File: src/rtl/wb_serial_pkg.sv
// Shared types and byte constants for the serial-command Wishbone master.
package wb_serial_pkg;

    localparam int unsigned BYTE_W = 8;
    localparam int unsigned WORD_W = 32;
    localparam int unsigned SEL_W  = 4;

    typedef enum logic [2:0] {
        ST_IDLE,
        ST_ADDR,
        ST_DATA,
        ST_WB_REQ,
        ST_WB_WAIT,
        ST_RESP
    } state_e;

    localparam logic [BYTE_W-1:0] CMD_WRITE = 8'h57;
    localparam logic [BYTE_W-1:0] CMD_READ  = 8'h52;
    localparam logic [BYTE_W-1:0] CMD_NEXT  = 8'h4E;

    localparam logic [BYTE_W-1:0] RSP_OK  = 8'h4B;
    localparam logic [BYTE_W-1:0] RSP_ERR = 8'h45;
    localparam logic [BYTE_W-1:0] RSP_UNK = 8'h3F;

    // Bus request payload assembled from the command bytes
    typedef struct packed {
        logic [WORD_W-1:0] addr;
        logic [WORD_W-1:0] data;
        logic              we;
    } wb_req_t;

    function automatic int unsigned cnt_width(input int unsigned cycles);
        return (cycles > 1) ? $clog2(cycles) : 1;
    endfunction

    function automatic logic is_next_cmd(input logic [BYTE_W-1:0] b);
        return b == CMD_NEXT;
    endfunction

endpackage

File: src/rtl/wb_serial_timeout.sv
// Loadable down-counter: i_clear reloads, i_en counts down, terminal when zero.
module wb_serial_timeout #(
    parameter int unsigned WIDTH = 8
) (
    input  logic             clk,
    input  logic             rst_n,
    input  logic             i_clear,
    input  logic             i_en,
    input  logic [WIDTH-1:0] i_load_val,
    output logic             o_terminal_c
);

    logic [WIDTH-1:0] count_q, count_d;

    always_comb begin
        count_d = count_q;
        if (i_clear) begin
            count_d = i_load_val;
        end else if (i_en && (count_q != '0)) begin
            count_d = count_q - WIDTH'(1);
        end
    end

    always_ff @(posedge clk or negedge rst_n) begin
        if (!rst_n) begin
            count_q <= '0;
        end else begin
            count_q <= count_d;
        end
    end

    assign o_terminal_c = (count_q == '0);

endmodule

File: src/rtl/wb_serial_master.sv
// Byte-stream command interpreter driving single Wishbone reads/writes.
// Optional 'N' (write to last address + 4) enabled by WB_SERIAL_AUTOINC_EN.
module wb_serial_master
    import wb_serial_pkg::*;
#(
    parameter int unsigned TIMEOUT_CYCLES = 1_000_000,
    parameter int unsigned WB_TIMEOUT     = 255
) (
    input  logic              clk,
    input  logic              rst_n,
    input  logic [BYTE_W-1:0] i_rx_data,
    input  logic              i_rx_valid,
    output logic [BYTE_W-1:0] o_tx_data,
    output logic              o_tx_valid,
    input  logic              i_tx_ready,
    output logic              o_wb_cyc,
    output logic              o_wb_stb,
    output logic              o_wb_we,
    output logic [WORD_W-1:0] o_wb_addr,
    output logic [WORD_W-1:0] o_wb_data,
    output logic [SEL_W-1:0]  o_wb_sel,
    input  logic              i_wb_stall,
    input  logic              i_wb_ack,
    input  logic [WORD_W-1:0] i_wb_data,
    output logic              o_busy
);

    localparam int unsigned IB_W  = cnt_width(TIMEOUT_CYCLES);
    localparam int unsigned WBT_W = cnt_width(WB_TIMEOUT);
    // Loaded with N-1 so the terminal flag is seen in the Nth counted cycle
    localparam logic [IB_W-1:0]  IB_LOAD  = IB_W'(TIMEOUT_CYCLES - 1);
    localparam logic [WBT_W-1:0] WBT_LOAD = WBT_W'(WB_TIMEOUT - 1);

    state_e            state_q, state_d;
    logic [BYTE_W-1:0] cmd_q, cmd_d;
    wb_req_t           req_q, req_d;
    logic [1:0]        byte_cnt_q, byte_cnt_d;
    logic [1:0]        rsp_left_q, rsp_left_d;
    logic [BYTE_W-1:0] tx_data_q, tx_data_d;
    logic              tx_valid_q, tx_valid_d;
    logic              cyc_q, cyc_d;
    logic              stb_q, stb_d;
    logic              busy_q, busy_d;
`ifdef WB_SERIAL_AUTOINC_EN
    logic [WORD_W-1:0] last_addr_q, last_addr_d;
`endif

    logic rx_last_c;
    logic is_addr_cmd_c;
    logic is_next_cmd_c;
    logic wb_done_c;
    logic tx_fire_c;
    logic ib_clear_c, ib_en_c, ib_term_c;
    logic wb_clear_c, wb_en_c, wb_term_c;

    assign rx_last_c     = i_rx_valid && (byte_cnt_q == 2'd3);
    assign is_addr_cmd_c = (i_rx_data == CMD_WRITE) || (i_rx_data == CMD_READ);
`ifdef WB_SERIAL_AUTOINC_EN
    assign is_next_cmd_c = is_next_cmd(i_rx_data);
`else
    assign is_next_cmd_c = 1'b0;
`endif
    // An ack alongside stall cannot belong to this request, so it is ignored
    assign wb_done_c = ((state_q == ST_WB_REQ) && !i_wb_stall && i_wb_ack)
                    || ((state_q == ST_WB_WAIT) && i_wb_ack);
    assign tx_fire_c = tx_valid_q && i_tx_ready;

    assign ib_clear_c = i_rx_valid && (state_q inside {ST_IDLE, ST_ADDR, ST_DATA});
    assign ib_en_c    = !i_rx_valid && (state_q inside {ST_ADDR, ST_DATA});
    assign wb_clear_c = (state_q != ST_WB_REQ) && (state_d == ST_WB_REQ);
    assign wb_en_c    = state_q inside {ST_WB_REQ, ST_WB_WAIT};

    wb_serial_timeout #(.WIDTH(IB_W)) u_ib_timeout (
        .clk          (clk),
        .rst_n        (rst_n),
        .i_clear      (ib_clear_c),
        .i_en         (ib_en_c),
        .i_load_val   (IB_LOAD),
        .o_terminal_c (ib_term_c)
    );

    wb_serial_timeout #(.WIDTH(WBT_W)) u_wb_timeout (
        .clk          (clk),
        .rst_n        (rst_n),
        .i_clear      (wb_clear_c),
        .i_en         (wb_en_c),
        .i_load_val   (WBT_LOAD),
        .o_terminal_c (wb_term_c)
    );

    always_ff @(posedge clk or negedge rst_n) begin
        if (!rst_n) begin
            state_q <= ST_IDLE;
        end else begin
            state_q <= state_d;
        end
    end

    always_comb begin
        state_d = state_q;
        case (state_q)
            ST_IDLE: begin
                if (i_rx_valid) begin
                    if (is_addr_cmd_c) begin
                        state_d = ST_ADDR;
                    end else if (is_next_cmd_c) begin
                        state_d = ST_DATA;
                    end else begin
                        state_d = ST_RESP;
                    end
                end
            end
            ST_ADDR: begin
                if (rx_last_c) begin
                    state_d = (cmd_q == CMD_WRITE) ? ST_DATA : ST_WB_REQ;
                end else if (!i_rx_valid && ib_term_c) begin
                    state_d = ST_IDLE;
                end
            end
            ST_DATA: begin
                if (rx_last_c) begin
                    state_d = ST_WB_REQ;
                end else if (!i_rx_valid && ib_term_c) begin
                    state_d = ST_IDLE;
                end
            end
            ST_WB_REQ, ST_WB_WAIT: begin
                if (wb_done_c || wb_term_c) begin
                    state_d = ST_RESP;
                end else if ((state_q == ST_WB_REQ) && !i_wb_stall) begin
                    state_d = ST_WB_WAIT;
                end
            end
            ST_RESP: begin
                if (tx_fire_c && (rsp_left_q == 2'd0)) begin
                    state_d = ST_IDLE;
                end
            end
            default: state_d = ST_IDLE;
        endcase
    end

    always_comb begin
        cmd_d      = cmd_q;
        req_d      = req_q;
        byte_cnt_d = byte_cnt_q;
        rsp_left_d = rsp_left_q;
        tx_data_d  = tx_data_q;
        tx_valid_d = tx_valid_q;
`ifdef WB_SERIAL_AUTOINC_EN
        last_addr_d = last_addr_q;
`endif
        cyc_d  = state_d inside {ST_WB_REQ, ST_WB_WAIT};
        stb_d  = (state_d == ST_WB_REQ);
        busy_d = (state_d != ST_IDLE);

        case (state_q)
            ST_IDLE: begin
                byte_cnt_d = 2'd0;
                if (i_rx_valid) begin
                    cmd_d    = i_rx_data;
                    req_d.we = (i_rx_data != CMD_READ);
`ifdef WB_SERIAL_AUTOINC_EN
                    if (is_next_cmd_c) begin
                        req_d.addr = last_addr_q + WORD_W'(4);
                    end
`endif
                    if (state_d == ST_RESP) begin
                        tx_valid_d = 1'b1;
                        tx_data_d  = RSP_UNK;
                        rsp_left_d = 2'd0;
                    end
                end
            end
            ST_ADDR: begin
                if (i_rx_valid) begin
                    req_d.addr = {req_q.addr[WORD_W-BYTE_W-1:0], i_rx_data};
                    byte_cnt_d = byte_cnt_q + 2'd1;
                end else if (state_d == ST_IDLE) begin
                    byte_cnt_d = 2'd0;
                end
            end
            ST_DATA: begin
                if (i_rx_valid) begin
                    req_d.data = {req_q.data[WORD_W-BYTE_W-1:0], i_rx_data};
                    byte_cnt_d = byte_cnt_q + 2'd1;
                end else if (state_d == ST_IDLE) begin
                    byte_cnt_d = 2'd0;
                end
            end
            ST_WB_REQ, ST_WB_WAIT: begin
                if (state_d == ST_RESP) begin
                    tx_valid_d = 1'b1;
                    rsp_left_d = 2'd0;
                    if (wb_done_c) begin
`ifdef WB_SERIAL_AUTOINC_EN
                        last_addr_d = {req_q.addr[WORD_W-1:2], 2'b00};
`endif
                        if (req_q.we) begin
                            tx_data_d = RSP_OK;
                        end else begin
                            req_d.data = i_wb_data;
                            tx_data_d  = i_wb_data[WORD_W-1:WORD_W-BYTE_W];
                            rsp_left_d = 2'd3;
                        end
                    end else begin
                        tx_data_d = RSP_ERR;
                    end
                end
            end
            ST_RESP: begin
                // Read bytes shift out MSB first with one idle cycle between them
                if (tx_fire_c) begin
                    tx_valid_d = 1'b0;
                    if (rsp_left_q != 2'd0) begin
                        req_d.data = {req_q.data[WORD_W-BYTE_W-1:0], BYTE_W'(0)};
                        rsp_left_d = rsp_left_q - 2'd1;
                    end
                end else if (!tx_valid_q) begin
                    tx_valid_d = 1'b1;
                    tx_data_d  = req_q.data[WORD_W-1:WORD_W-BYTE_W];
                end
            end
            default: ;
        endcase
    end

    always_ff @(posedge clk or negedge rst_n) begin
        if (!rst_n) begin
            cmd_d_unused_guard: begin end
            cmd_q      <= '0;
            req_q      <= '0;
            byte_cnt_q <= '0;
            rsp_left_q <= '0;
            tx_data_q  <= '0;
            tx_valid_q <= 1'b0;
            cyc_q      <= 1'b0;
            stb_q      <= 1'b0;
            busy_q     <= 1'b0;
`ifdef WB_SERIAL_AUTOINC_EN
            last_addr_q <= '0;
`endif
        end else begin
            cmd_q      <= cmd_d;
            req_q      <= req_d;
            byte_cnt_q <= byte_cnt_d;
            rsp_left_q <= rsp_left_d;
            tx_data_q  <= tx_data_d;
            tx_valid_q <= tx_valid_d;
            cyc_q      <= cyc_d;
            stb_q      <= stb_d;
            busy_q     <= busy_d;
`ifdef WB_SERIAL_AUTOINC_EN
            last_addr_q <= last_addr_d;
`endif
        end
    end

    assign o_tx_data  = tx_data_q;
    assign o_tx_valid = tx_valid_q;
    assign o_wb_cyc   = cyc_q;
    assign o_wb_stb   = stb_q;
    assign o_wb_we    = req_q.we;
    assign o_wb_addr  = {req_q.addr[WORD_W-1:2], 2'b00};
    assign o_wb_data  = req_q.data;
    assign o_wb_sel   = '1;
    assign o_busy     = busy_q;

endmodule
File: config.mk
export PLATFORM = sky130hd
export DESIGN_NAME = wb_serial_master
export DESIGN_NICKNAME = d
export VERILOG_FILES = /design/src/rtl/wb_serial_pkg.sv /design/src/rtl/wb_serial_timeout.sv /design/src/rtl/wb_serial_master.sv
export SDC_FILE = /design/constraint.sdc
export NUM_CORES = 1
export LEC_CHECK = 0
export BUFFER_PORTS_ARGS = -buffer_cell sky130_fd_sc_hd__buf_2
export CAP_MARGIN = 20
export CORE_ASPECT_RATIO = 0.75
export CORE_MARGIN = 8
export CORE_UTILIZATION = 45
export DETAILED_ROUTE_END_ITERATION = 8
export PLACE_DENSITY = 0.71
export SYNTH_ARGS = -nofsm -noshare
export SYNTH_HDL_FRONTEND = slang
export SYNTH_SLANG_ARGS = --single-unit
export TNS_END_PERCENT = 10
File: constraint.sdc
create_clock -name clk -period 3.5 [get_ports clk]
set_clock_uncertainty 0.15 [all_clocks]
set_input_delay 0.7 -clock clk [delete_from_list [all_inputs] [get_ports clk]]
set_output_delay 0.7 -clock clk [all_outputs]
set_load 0.03 [all_outputs]
==> impl_metrics.json, run 1 <==
{
  "worstHoldPathType": "in2async",
  "synth_area_leader_cell": "dfrtp_1",
  "hpwl_um": 11000,
  "synth_simple_gate_area_frac": 0.165,
  "hold_violations": 0,
  "place_congestion": 0.836,
  "start_kind": "flop",
  "placed_cells_incl_taps": 839,
  "boundaryPins": 127,
  "drtAntennaViolNets": 0,
  "synth-edff-count": 0,
  "endpoint_kind": "flop",
  "period_needed_ns": 3.23,
  "grt_pass1_wl_um": 25300,
  "synth_ff_type": "dfrtp_1",
  "clk_latency_ns": 0.41,
  "fin_setup_tns_ns": 0,
  "ys_seq_elements": 120,
  "syn_avg_cell_area_um2": 9.93,
  "gr-total-overflow": 0,
  "fin_util": 0.525,
  "synthTopCellsByArea": "dfrtp_1 48%, buf_4 8.3%, mux2_2 6.0%",
  "tightest_slew_ns": 0.708,
  "slew_violations": 0,
  "synth_fa_ha_area_frac": 0.0120,
  "routed_wl_um": 15100,
  "cts_tree": "yes",
  "synthDistinctLibCells": 57,
  "synthXorXnorAreaFrac": 0.0126,
  "cts_hold_buffers": 0,
  "core_area_um2": 13600,
  "muxShareOfSynthArea": 0.0873,
  "viasPerCell": 5.51,
  "drtIter0Drc": 289,
  "synth_top_family_by_area": "simple AND/OR/NAND/NOR gates",
  "ys_seq_area_frac": 0.481,
  "finalSetupViolations": 0,
  "grtUsageTotal": 0.170,
  "synth_compound_area_frac": 0.127,
  "cts_setup_buffers": 0,
  "cts-root-buf": "clkbuf_16",
  "leakagePower_nw": 3.12,
  "first_pass_iters": 5,
  "yosys_warnings": 0,
  "synth_top_area_frac": 0.481,
  "std_cell_rows": 37,
  "vdd_drop_max_uv": 539,
  "area_delta_synth_final_pct": 14.6,
  "n_antenna_cell": 0,
  "maxCapViolations": 0,
  "cp.arrival_ns": 3.37,
  "rsz0062_at_grt": "no",
  "grt_max_degree": 68,
  "synthArstFlopShare": 1.00,
  "period_share": 0.924,
  "antenna_found_initial": 1,
  "cts_buffer_depth": 2,
  "die_area_um2": 17900,
  "outcome": "completed",
  "initial_core_util": 0.458,
  "critPathRequiredTime_ns": 3.64,
  "htree_num_levels": 4,
  "drc": 0,
  "yosys-top-cells-count": "120 x dfrtp_1, 95 x nand2_1, 69 x buf_4",
  "drive_gt1_frac": 0.300,
  "die_h_um": 118,
  "numCtsBuffers": 17,
  "synth_most_common_cell": "dfrtp_1",
  "synthCells": 628,
  "cts_sinks": 120,
  "clk_pin_slew_worst_paths_ns": 0.06,
  "final_cell_count_no_fill": 871,
  "fp.dieW_um": 152,
  "maxSlewHeadroom": 0.528,
  "max_freq_mhz": 309,
  "first_global_vias": 4878,
  "wl_per_cell_um": 17.4,
  "nets": 735,
  "numPortBuffers": 120,
  "post_cts_resized": 0,
  "crit_fanout": 9,
  "powerDensity_nw_per_um2": 1050,
  "path_class": "reg2reg",
  "synthesis.area_um2": 6240,
  "vias": 4798
}
[sequential cells by signal (all words and copies together) (netlist names), 3 cells and up]
| signal | flops |
|---|---|
| o_wb_data | 32 |
| o_wb_addr | 30 |
| u_ib_timeout.count_q | 20 |
| cmd_q | 8 |
| o_tx_data | 8 |
| u_wb_timeout.count_q | 8 |
| state_q | 3 |
[cells in the final DEF, fill, tap and decap left out, drive strengths merged, types with 8 or more instances in the layout]
cell,instances
nor4,8
nand2,95
o31ai,11
buf,130
nor2,57
dfrtp,120
nand3,12
clkbuf,20
or3,9
inv,13
o21ai,21
or4,8
a32oi,8
mux2,43
a31oi,26
a21oi,22
[worst max-delay path, stage by stage, from the launching register on]
cell,delay (ns)
dfrtp_1,0.42
nor4_1,0.51
nand4_2,0.24
or4_1,0.54
a21o_1,0.18
buf_4,0.17
o31ai_1,0.11
o21a_1,0.42
mux2_1,0.37
[through the flow]
stage | hold slack, ns | setup WS (ns) | cell area, µm² | total power, mW
final | 0.190 | 0.268 | 7150 | 7.52
after floorplan | 0.254 | 0.632 | 6250 | 5.26
after global placement | 0.303 | 0.234 | 6540 | 5.65
after CTS | 0.212 | 0.282 | 7150 | 7.60
after global routing | 0.241 | 0.152 | 7150 | 8.01
after detailed placement | 0.309 | 0.110 | 6540 | 5.78
[power breakdown]
part           internal, mW  switching (mW)  leakage (nW)
Clock                  1.15           0.630         0.292
Combinational          1.15            2.19          1.44
Sequential             1.96           0.440          1.38
Total                  4.26            3.26          3.12
[layer usage]
| layer | track usage | share of wire |
|---|---|---|
| met5 | 0 | 0.00053 |
| met4 | 0.0512 | 0.0091 |
| met3 | 0.0489 | 0.064 |
| met2 | 0.270 | 0.47 |
| met1 | 0.222 | 0.45 |
[cell families (layout without fill, tap and decap cells)]
logic type,Yosys count,after routing
buffers and inverters,111,175
AO/OA/AOI/OAI,114,114
flip-flops,120,120
other,2,6
adder cells (fa/ha/maj),6,6
multiplexers,49,49
AND/OR/NAND/NOR,217,217
XOR/XNOR,9,9
[path summary, 6_finish.rpt]
check	startpoint	endpoint	slack [ns]	cells after the start
hold reg to reg	cmd_q[3]	cmd_q[3]	0.32	2
setup reg to reg	u_ib_timeout.count_q[13]	o_tx_data[7]	0.27	8
max in group asynchronous	rst_n	cmd_q[2]	2.20	2
setup / recovery	u_ib_timeout.count_q[13]	o_tx_data[7]	0.27	8
hold / removal	rst_n	u_ib_timeout.count_q[7]	0.19	1
min in group clk	cmd_q[3]	cmd_q[3]	0.32	2
[cell type report]
| class | instances | area, µm² |
|---|---|---|
| Tap cell | 175 | 219 |
| Inverter | 13 | 48.8 |
| Timing Repair Buffer | 130 | 703 |
| Sequential cell | 120 | 3000 |
| Clock buffer | 20 | 457 |
| Clock inverter | 12 | 150 |
| Multi-Input combinational cell | 401 | 2570 |
| Fill cell | 1224 | 6460 |
No activity file was read; power rests on OpenSTA's default activity.
==> run 2, diff against run 1 <==
--- a/config.mk
+++ b/config.mk
@@ -12,6 +12,7 @@
 export CORE_UTILIZATION = 45
 export DETAILED_ROUTE_END_ITERATION = 8
 export PLACE_DENSITY = 0.71
+export REMOVE_ABC_BUFFERS = 1
 export SYNTH_ARGS = -nofsm -noshare
 export SYNTH_HDL_FRONTEND = slang
 export SYNTH_SLANG_ARGS = --single-unit
==> run 2 against run 1 <==
Against the previous run: die area unchanged; worst setup slack gained 0.13 ns; maximum frequency increased by 4.3%; utilization increased by 0.14 points; largest cell class unchanged; non-clock buffer count increased by 5; sequential power is essentially flat; via count is 0.10% lower.
==> impl_metrics.json, run 2 (synthesis gave the netlist of run 1 again) <==
{
  "outcome": "completed",
  "cts_tree": "yes",
  "maxSlewHeadroom": 0.459,
  "boundaryPins": 127,
  "largest_reg_flops": 32,
  "grt_pass1_wl_um": 25000,
  "first_pass_iters": 5,
  "std_cell_rows": 37,
  "place_congestion": 0.852,
  "final_common_cell": "dfrtp_1",
  "fp.dieW_um": 152,
  "r2r_slack_ns": 0.40,
  "first_global_vias": 4861,
  "busiest_layer": "met2",
  "worstHoldPathType": "in2async",
  "final_cell_mix": "120 x dfrtp_1, 119 x buf_2, 95 x nand2_1",
  "cts_buffer_depth": 2,
  "drive_gt1_frac": 0.306,
  "clk_pin_slew_worst_paths_ns": 0.06,
  "grt_max_degree": 64,
  "htree_num_levels": 4,
  "critPathRequiredTime_ns": 3.68,
  "post-place-ws_ns": 0.226,
  "cts_hold_buffers": 0,
  "post_cts_resized": 0,
  "rsz0062_at_grt": "no",
  "fin_setup_tns_ns": 0,
  "clk_latency_ns": 0.41,
  "crit_fanout": 18,
  "core_area_um2": 13600,
  "hold_violations": 0,
  "n_antenna_cell": 0,
  "grt_use_met3": 0.0562,
  "area_delta_synth_final_pct": 14.9,
  "endpoint_kind": "flop",
  "die_area_um2": 17900,
  "nFillCells": 1247,
  "use_met2": 0.258,
  "leakagePower_nw": 3.13,
  "drtAntennaViolNets": 0,
  "finalSetupViolations": 0,
  "cp.arrival_ns": 3.28,
  "viasPerCell": 5.48,
  "numPortBuffers": 120,
  "grtUsageTotal": 0.169,
  "use_met1": 0.217,
  "antenna_found_initial": 2,
  "powerDensity_nw_per_um2": 1040,
  "drtIter0Drc": 381,
  "tightest_slew_ns": 0.812,
  "cts_sinks": 120,
  "start_kind": "flop",
  "numCtsBuffers": 17,
  "drc": 0,
  "cts-root-buf": "clkbuf_16",
  "max_freq_mhz": 323,
  "power_mw": 7.48,
  "hpwl_um": 11000,
  "fin_util": 0.526,
  "cts_setup_buffers": 0,
  "maxCapViolations": 0,
  "die_h_um": 118,
  "holdWs_ns": 0.233,
  "gr-total-overflow": 0,
  "period_needed_ns": 3.10,
  "slew_violations": 0,
  "fin_ws_ns": 0.400,
  "initial_core_util": 0.458,
  "path_class": "reg2reg",
  "wl_per_cell_um": 17.3,
  "period_share": 0.886,
  "vdd_drop_max_uv": 605,
  "nets": 740,
  "vias": 4793,
  "routed_wl_um": 15100
}
[run 2: layout make-up]
type | count | area, µm² | area share
flip-flops and latches | 120 | 3000 | 0.419
multi-input cells | 401 | 2570 | 0.358
repair buffers | 135 | 753 | 0.105
clock buffers | 17 | 425 | 0.0594
well taps | 175 | 219 | 0.0306
clock inverters | 14 | 150 | 0.0210
inverters | 13 | 48.8 | 0.00681
[run 2: metrics by stage]
| stage | area [µm²] | instances |
|---|---|---|
| 4_1_cts | 7170 | 875 |
| 2_1_floorplan | 5600 | 534 |
| 3_5_place_dp | 6590 | 844 |
| 3_3_place_gp | 6590 | 844 |
| 6_report | 7170 | 875 |
| 5_1_grt | 7170 | 875 |
[run 2: report_power, final]
| group | internal, mW | switching (mW) |
|---|---|---|
| registers | 1.96 | 0.445 |
| clock network | 1.05 | 0.652 |
| logic | 1.18 | 2.19 |
[run 2: worst max-delay path, cell delays in order, from the launching register on]
cell	delay [ns]
dfrtp_1	0.73
and3b_1	0.59
a221oi_1	0.15
o211ai_1	0.14
a21o_1	0.14
buf_4	0.18
o2111ai_4	0.29
or4_1	0.55
nand3_1	0.11
[run 2: path summary, 6_finish.rpt]
path                       startpoint                       end  cells after the start
setup / recovery           state_q[0]  u_ib_timeout.count_q[14]                      8
hold / removal                  rst_n             o_wb_addr[15]                      1
setup reg to reg           state_q[0]  u_ib_timeout.count_q[14]                      8
hold reg to reg              cmd_q[6]                  cmd_q[6]                      2
max in group asynchronous       rst_n             o_wb_data[29]                      2
min in group clk             cmd_q[6]                  cmd_q[6]                      2
[run 2: metal layers]
layer / wire (µm) / vias up
met5: 23 / -
met4: 237 / 4
met3: 1070 / 26
met2: 6970 / 165
met1: 6830 / 2349
li1: - / 2249
